[src/rtl/uart_tx_arbiter_if.sv]
`default_nettype none
// ============================================================================
// Module      : uart_tx_arbiter_if
// Description : Bundle of the requester-side handshake and the transmitter
//               start/data/done signals around uart_tx_arbiter.
//               master : environment view (requesters + UART transmitter)
//               slave  : arbiter view
// Ports       : req[NREQ], req_data[8*NREQ], tx_done      (master -> slave)
//               ack[NREQ], done[NREQ], err, busy,
//               tx_start, tx_data[8]                      (slave -> master)
// Revision    : 1.0  initial release
// ============================================================================
interface uart_tx_arbiter_if #(
  parameter int NREQ = 4
);
  logic [NREQ-1:0]   req;
  logic [8*NREQ-1:0] req_data;
  logic [NREQ-1:0]   ack;
  logic [NREQ-1:0]   done;
  logic              err;
  logic              busy;
  logic              tx_start;
  logic [7:0]        tx_data;
  logic              tx_done;

  modport master (
    output req, req_data, tx_done,
    input  ack, done, err, busy, tx_start, tx_data
  );

  modport slave (
    input  req, req_data, tx_done,
    output ack, done, err, busy, tx_start, tx_data
  );
endinterface
`default_nettype wire

[src/rtl/uart_tx_arbiter.sv]
`default_nettype none
// ============================================================================
// Module      : uart_tx_arbiter
// Description : Round-robin arbiter/sequencer sharing one UART transmitter
//               among NREQ byte producers. Grants one requester, issues a
//               one-cycle start with its byte, holds the byte until the
//               transmitter completes (or a watchdog expires), then enforces
//               an idle gap before the next grant. All outputs registered.
// Ports       : clk    - rising-edge clock
//               rst_n  - asynchronous active-low reset
//               bus    - slave modport: req/req_data/tx_done in,
//                        ack/done/err/busy/tx_start/tx_data out
// Revision    : 1.0  initial release
// ============================================================================
module uart_tx_arbiter #(
  parameter int NREQ       = 4,
  parameter int GAP_CYCLES = 16,
  parameter int TIMEOUT    = 20000
) (
  input wire               clk,
  input wire               rst_n,
  uart_tx_arbiter_if.slave bus
);

  localparam int IW = (NREQ > 1) ? $clog2(NREQ) : 1;
  localparam int WW = $clog2(TIMEOUT);
  localparam int GW = (GAP_CYCLES > 1) ? $clog2(GAP_CYCLES) : 1;

  localparam logic [WW-1:0] c_wd_last  = WW'(TIMEOUT - 1);
  localparam logic [GW-1:0] c_gap_last = GW'((GAP_CYCLES > 0) ? GAP_CYCLES - 1 : 0);

  localparam logic [1:0] c_st_idle  = 2'd0;
  localparam logic [1:0] c_st_issue = 2'd1;
  localparam logic [1:0] c_st_wait  = 2'd2;
  localparam logic [1:0] c_st_gap   = 2'd3;

  logic [1:0]      r_state;
  logic [1:0]      w_state_nxt;
  logic [IW-1:0]   r_ptr;
  logic [IW-1:0]   r_grant;
  logic [WW-1:0]   r_wd_cnt;
  logic [GW-1:0]   r_gap_cnt;

  logic [NREQ-1:0] r_ack,  w_ack_nxt;
  logic [NREQ-1:0] r_done, w_done_nxt;
  logic            r_err,  w_err_nxt;
  logic            r_busy, w_busy_nxt;
  logic            r_tx_start, w_tx_start_nxt;
  logic [7:0]      r_tx_data,  w_tx_data_nxt;

  logic            w_found;
  logic [IW-1:0]   w_sel;
  logic [7:0]      w_sel_byte;
  logic            w_wd_expire;

  // (base + off) mod NREQ without a divider; off is always < NREQ.
  function automatic logic [IW-1:0] wrap_idx(input logic [IW-1:0] base, input int off);
    int s;
    s = int'(base) + off;
    if (s >= NREQ) s = s - NREQ;
    return IW'(s);
  endfunction

  // Round-robin search: first pending requester at or above the pointer.
  always_comb begin
    w_found = 1'b0;
    w_sel   = '0;
    for (int i = 0; i < NREQ; i++) begin
      if (!w_found && bus.req[wrap_idx(r_ptr, i)]) begin
        w_found = 1'b1;
        w_sel   = wrap_idx(r_ptr, i);
      end
    end
  end

  assign w_sel_byte  = bus.req_data[{w_sel, 3'b000} +: 8];
  // Counter holds k during the (k+1)-th WAIT cycle, so WAIT lasts TIMEOUT cycles.
  assign w_wd_expire = (r_wd_cnt == c_wd_last);

  // State register.
  always_ff @(posedge clk or negedge rst_n) begin
    if (!rst_n) r_state <= c_st_idle;
    else        r_state <= w_state_nxt;
  end

  // Next-state logic. tx_done only matters in WAIT.
  always_comb begin
    w_state_nxt = r_state;
    case (r_state)
      c_st_idle:  if (w_found) w_state_nxt = c_st_issue;
      c_st_issue: w_state_nxt = c_st_wait;
      c_st_wait: begin
        if (bus.tx_done || w_wd_expire)
          w_state_nxt = (GAP_CYCLES == 0) ? c_st_idle : c_st_gap;
      end
      c_st_gap:   if (r_gap_cnt == c_gap_last) w_state_nxt = c_st_idle;
      default:    w_state_nxt = c_st_idle;
    endcase
  end

  // Output logic: next values of the registered outputs.
  always_comb begin
    w_ack_nxt      = '0;
    w_done_nxt     = '0;
    w_err_nxt      = 1'b0;
    w_tx_start_nxt = 1'b0;
    w_tx_data_nxt  = r_tx_data;
    w_busy_nxt     = (w_state_nxt != c_st_idle);
    case (r_state)
      c_st_idle: begin
        if (w_found) begin
          w_ack_nxt      = NREQ'(1) << w_sel;
          w_tx_start_nxt = 1'b1;
          w_tx_data_nxt  = w_sel_byte;
        end
      end
      c_st_wait: begin
        // A completion on the expiry cycle still counts as a completion.
        if (bus.tx_done)      w_done_nxt = NREQ'(1) << r_grant;
        else if (w_wd_expire) w_err_nxt  = 1'b1;
      end
      default: ;
    endcase
  end

  // Registered outputs, grant bookkeeping and counters.
  always_ff @(posedge clk or negedge rst_n) begin
    if (!rst_n) begin
      r_ack      <= '0;
      r_done     <= '0;
      r_err      <= 1'b0;
      r_busy     <= 1'b0;
      r_tx_start <= 1'b0;
      r_tx_data  <= 8'h00;
      r_ptr      <= '0;
      r_grant    <= '0;
      r_wd_cnt   <= '0;
      r_gap_cnt  <= '0;
    end else begin
      r_ack      <= w_ack_nxt;
      r_done     <= w_done_nxt;
      r_err      <= w_err_nxt;
      r_busy     <= w_busy_nxt;
      r_tx_start <= w_tx_start_nxt;
      r_tx_data  <= w_tx_data_nxt;
      if (r_state == c_st_idle && w_found) begin
        r_grant <= w_sel;
        r_ptr   <= wrap_idx(w_sel, 1);
      end
      r_wd_cnt  <= (r_state == c_st_wait) ? r_wd_cnt + WW'(1) : '0;
      r_gap_cnt <= (r_state == c_st_gap)  ? r_gap_cnt + GW'(1) : '0;
    end
  end

  assign bus.ack      = r_ack;
  assign bus.done     = r_done;
  assign bus.err      = r_err;
  assign bus.busy     = r_busy;
  assign bus.tx_start = r_tx_start;
  assign bus.tx_data  = r_tx_data;

endmodule
`default_nettype wire

[src/flat_wrapper.sv]
// flat-port wrapper written by rule: the top's interface ports become plain ports
module uart_tx_arbiter_flat 
#(
  parameter int NREQ       = 4,
  parameter int GAP_CYCLES = 16,
  parameter int TIMEOUT    = 20000
)
  (clk, rst_n, bus_req, bus_req_data, bus_tx_done, bus_ack, bus_done, bus_err, bus_busy, bus_tx_start, bus_tx_data);
  uart_tx_arbiter_if #(.NREQ(NREQ)) bus_i ();
  input wire clk;
  input wire rst_n;
  input wire logic [$bits(bus_i.req)-1:0] bus_req;
  input wire logic [$bits(bus_i.req_data)-1:0] bus_req_data;
  input wire logic [$bits(bus_i.tx_done)-1:0] bus_tx_done;
  output wire logic [$bits(bus_i.ack)-1:0] bus_ack;
  output wire logic [$bits(bus_i.done)-1:0] bus_done;
  output wire logic [$bits(bus_i.err)-1:0] bus_err;
  output wire logic [$bits(bus_i.busy)-1:0] bus_busy;
  output wire logic [$bits(bus_i.tx_start)-1:0] bus_tx_start;
  output wire logic [$bits(bus_i.tx_data)-1:0] bus_tx_data;
  assign bus_i.req = bus_req;
  assign bus_i.req_data = bus_req_data;
  assign bus_i.tx_done = bus_tx_done;
  assign bus_ack = bus_i.ack;
  assign bus_done = bus_i.done;
  assign bus_err = bus_i.err;
  assign bus_busy = bus_i.busy;
  assign bus_tx_start = bus_i.tx_start;
  assign bus_tx_data = bus_i.tx_data;
  uart_tx_arbiter #(.NREQ(NREQ), .GAP_CYCLES(GAP_CYCLES), .TIMEOUT(TIMEOUT)) u_core (.clk(clk), .rst_n(rst_n), .bus(bus_i));
endmodule
[config.mk]
export PLATFORM = sky130hd
export DESIGN_NAME = uart_tx_arbiter_flat
export DESIGN_NICKNAME = d
export VERILOG_FILES = /design/src/rtl/uart_tx_arbiter_if.sv /design/src/rtl/uart_tx_arbiter.sv /design/src/flat_wrapper.sv
export SDC_FILE = /design/constraint.sdc
export NUM_CORES = 1
export LEC_CHECK = 0
export CAP_MARGIN = 20
export CORE_MARGIN = 2
export CORE_UTILIZATION = 52
export CTS_CLUSTER_SIZE = 25
export DETAILED_ROUTE_END_ITERATION = 8
export PLACE_DENSITY = 0.95
export SYNTH_ARGS = -nofsm -noshare
export SYNTH_HDL_FRONTEND = slang
export SYNTH_SLANG_ARGS = --single-unit
[constraint.sdc]
create_clock -name clk -period 2.5 [get_ports clk]
set_input_delay 0.375 -clock clk [delete_from_list [all_inputs] [get_ports clk]]
set_output_delay 0.375 -clock clk [all_outputs]
set_load 0.005 [all_outputs]
==> out/summary.md <==
The run finished with clean final reports. The time the final worst path needs with I/O delays and setup was 1936 ps. The predominant post-synthesis flop cell was dfrtp_1.

The buffer cell driving the clock tree root was clkbuf_8. Post-CTS setup-driven buffer insertion count: 0. Buffers inserted during clock tree synthesis total 5.

Counting flops with a built-in enable in the synthesized netlist gives 0. The detailed-router iteration count before antenna repair was 5; the fraction of layout cells with a size suffix above 1 was 8.487%. Summing all flip-flop and latch instances after layout gives 1101 um2. STA classifies the critical path endpoint as a flip-flop. Hold repair after CTS inserted 0 buffers. TritonCTS built the clock tree.

Summed over all nets, the switching power comes to 0.7167 mW. The first global-routing pass estimated 8010 um of wire. The worst setup path is launched from an input port. Remaining global-route overflow: 0.

In this run the worst hold path is classified as input port to async pin. The placer's final routability congestion estimate is 0.7595, and the max-cap check violation count is 0. The horizontal die dimension came out at 68.91 um.

Dividing the detail-routed wire length by the instance count gives 15.31 um. Cell-internal power: 1.501 mW. Setup repair after global routing left no endpoint under its margin. The critical path in this run is classified as input port to flip-flop. The run gives 1008 um2 as the area taken by multi-input logic gates.

For the worst-case setup margin in the final layout, the log shows 563.8 ps. The total routing resource utilization after global routing was 23.66%; the top-area cell type share of the netlist area was 50.26%. Power spread over the standard cell area amounts to 769.1 nW/um2. The largest area contributor in the netlist is dfrtp_1. Across the VDD grid, the largest voltage drop is 0.4656 mV. The placed wire-length estimate was 3641 um.

The placeable core region is 4029 um2. By count the netlist is led by dfrtp_1, nor2_1, nand2_1, nand3_1. Ranked by total cell area, the synthesized netlist is headed by dfrtp_1, nor2_1, mux2i_1.

Of all flip-flops after synthesis, the portion carrying an async set or reset was 100.0%. The tools report the number of antenna violations at the first check in global routing as 0. Net switching is 32.31% of the power.

The run gives 43.3% as the sequential cell fraction of total power. From synthesis to final layout, the design area changed by 31.64%. Across all layers, the routed design uses 1799 vias. In this run, synthesis produced a sequential element count of 44. The logs give 0 for the number of antenna diodes and 42 for the number of library cell types mapped by synthesis. During synthesis, Yosys emitted a total of 0 warnings. The total of fill cells in the finished design was 303. The longest clock path from root to sink contains 2 buffers. A synthesized cell averages 10.43 um2. The static power due to leakage was 1.226 nW; the met1 wire length was 1910 um. The number of global-route vias before repair is 1823, and the final setup violation count is 0. The synthesized instance count is 210, and the area enclosed by the die boundary is 4749 um2.

The leading cell type by number of instances after synthesis is dfrtp_1. Net count after synthesis: 251. Summed over all layers, the routed wires come to 4913 um. The length of routed met3 wiring was 355 um. The top layer reached by signal wires is met4. Dividing the detail-routed via count by the number of cells gives 5.604. Number of placement rows: 23. Final routed DRC violation total: 0.

The mapped netlist covers 2191 um2. The final worst clock skew is 6.387 ps, and the vertical extent of the die is 68.91 um. In this run, the clock network consumes 25.1% of the power.

The final layout contains 311 nets. The tools report the worst-case setup slack after placement as 254.1 ps. The sequential fraction of the synthesis area came out at 50.26%. The number of sinks handled by clock tree synthesis came out at 44. The pin count of the biggest net entering global routing is 45.

Headroom to the max-slew limit came out at 38.32%. At the pin with the least slew margin, the transition time is 925.2 ps. The share of the clock period used by the worst path came out at 77.45%. The first routing iteration left 92 violations.

The combinational group share of total power is 31.6%. Count of boundary I/O pins: 58. The final antenna-violating net count came out at 0. The wire length on met2 was 2549 um; the highest net fanout along the worst path was 13. For the starting utilization of the core area, the log shows 54.38%. The final count of pins violating max slew was 0; the count of input and output buffers was 57. Clock transition at the register clock pins on the worst setup and hold paths after CTS: 90 ps.

Setup total negative slack on the finished layout was measured at 0 ps. The run gives 2 as the number of H-tree branching levels. STA puts the critical path data arrival time at 2130 ps. For the later-pin clock latency in the skew report, the log shows 300 ps. Based on the critical path, the design can be clocked at up to 516.5 MHz.

The run gives 0 as the count of final hold-check violations. Data on the critical path is required at its endpoint by 2690 ps. Gates resized during post-CTS repair numbered 0.
-- logic make-up after synthesis --
group           share of synthesized area [%]
simple gates                            21.59
xor+xnor                                5.597
buf+inv                                 3.712
flops                                   50.26
mux                                     3.655
compound gates                          14.05
fa+ha+maj                               1.142
-- through the flow --
step                      power, mW  instance area [um2]  instances  hold slack [ps]  utilization (%)
after floorplan               1.402                 2191        210            79.41                -
after global placement        1.642                 2768        313            437.5            68.70
after detailed placement      1.676                 2768        313            451.9            68.70
after CTS                     2.231                 2884        321            246.2            71.58
after global routing          2.340                 2884        321            275.1            71.58
final                         2.218                 2884        321            205.8            71.58
-- power by group through the flow --
| stage | clock network, mW | registers, mW | logic (mW) |
|---|---|---|---|
| after floorplan | 0 | 0.948 | 0.454 |
| final | 0.557 | 0.960 | 0.701 |
| after detailed placement | 0 | 0.968 | 0.708 |
| after global placement | 0 | 0.964 | 0.678 |
| after global routing | 0.591 | 0.979 | 0.771 |
| after CTS | 0.562 | 0.960 | 0.709 |
-- cells in the final DEF (no fill, tap or decap), types with 6 or more instances in the layout --
cell type / synthesis / final
nor2_1: 26 / 26
nand2_1: 20 / 20
nand3_1: 15 / 15
nor3_1: 6 / 6
a211o_1: 9 / 9
mux2i_1: 8 / 8
xnor2_1: 8 / 8
clkdlybuf4s50_1: 0 / 56
xor2_1: 6 / 6
o21ai_0: 9 / 9
dfrtp_1: 44 / 44
-- cell type report --
| type | count | area share [%] |
|---|---|---|
| inverter | 6 | 0.7809 |
| clock buffer | 5 | 2.386 |
| sequential | 44 | 38.18 |
| clock inverter | 3 | 1.649 |
| tap | 50 | 2.169 |
| timing repair buffer | 58 | 19.87 |
| multi-input combinational | 155 | 34.97 |
-- worst max-delay path: stages --
cell	delay, ps
clkdlybuf4s50_1	510
and3b_1	240
a31o_4	270
nor2_8	280
mux2i_1	340
o211ai_2	110
-- path summary, 6_finish.rpt --
kind	from	end	slack, ps	depth (start not counted)
max in group asynchronous	rst_n	u_core.r_wd_cnt[14]	1720	1
hold reg to reg	u_core.r_grant[1]	u_core.bus.done[1]	460	1
min in group clk	u_core.r_grant[1]	u_core.bus.done[1]	460	1
setup / recovery	bus_req[2]	u_core.bus.tx_data[3]	560	6
hold / removal	rst_n	u_core.r_wd_cnt[8]	210	1
setup reg to reg	u_core.r_ptr[1]	u_core.bus.tx_data[3]	680	5
-- state kept, by name (all words and copies together) (netlist names), 2 cells and up --
register,count
u_core.bus.ack,4
u_core.bus.done,4
u_core.bus.tx_data,8
u_core.r_gap_cnt,4
u_core.r_grant,2
u_core.r_ptr,2
u_core.r_state,2
u_core.r_wd_cnt,15
-- routing by layer --
metal / GRT usage, % / up-vias
li1: - / 856
met1: 25.66 / 859
met2: 42.55 / 76
met3: 7.468 / 8
met4: 9.559 / 0
met5: 0 / -
No activity file was read; power rests on OpenSTA's default activity.
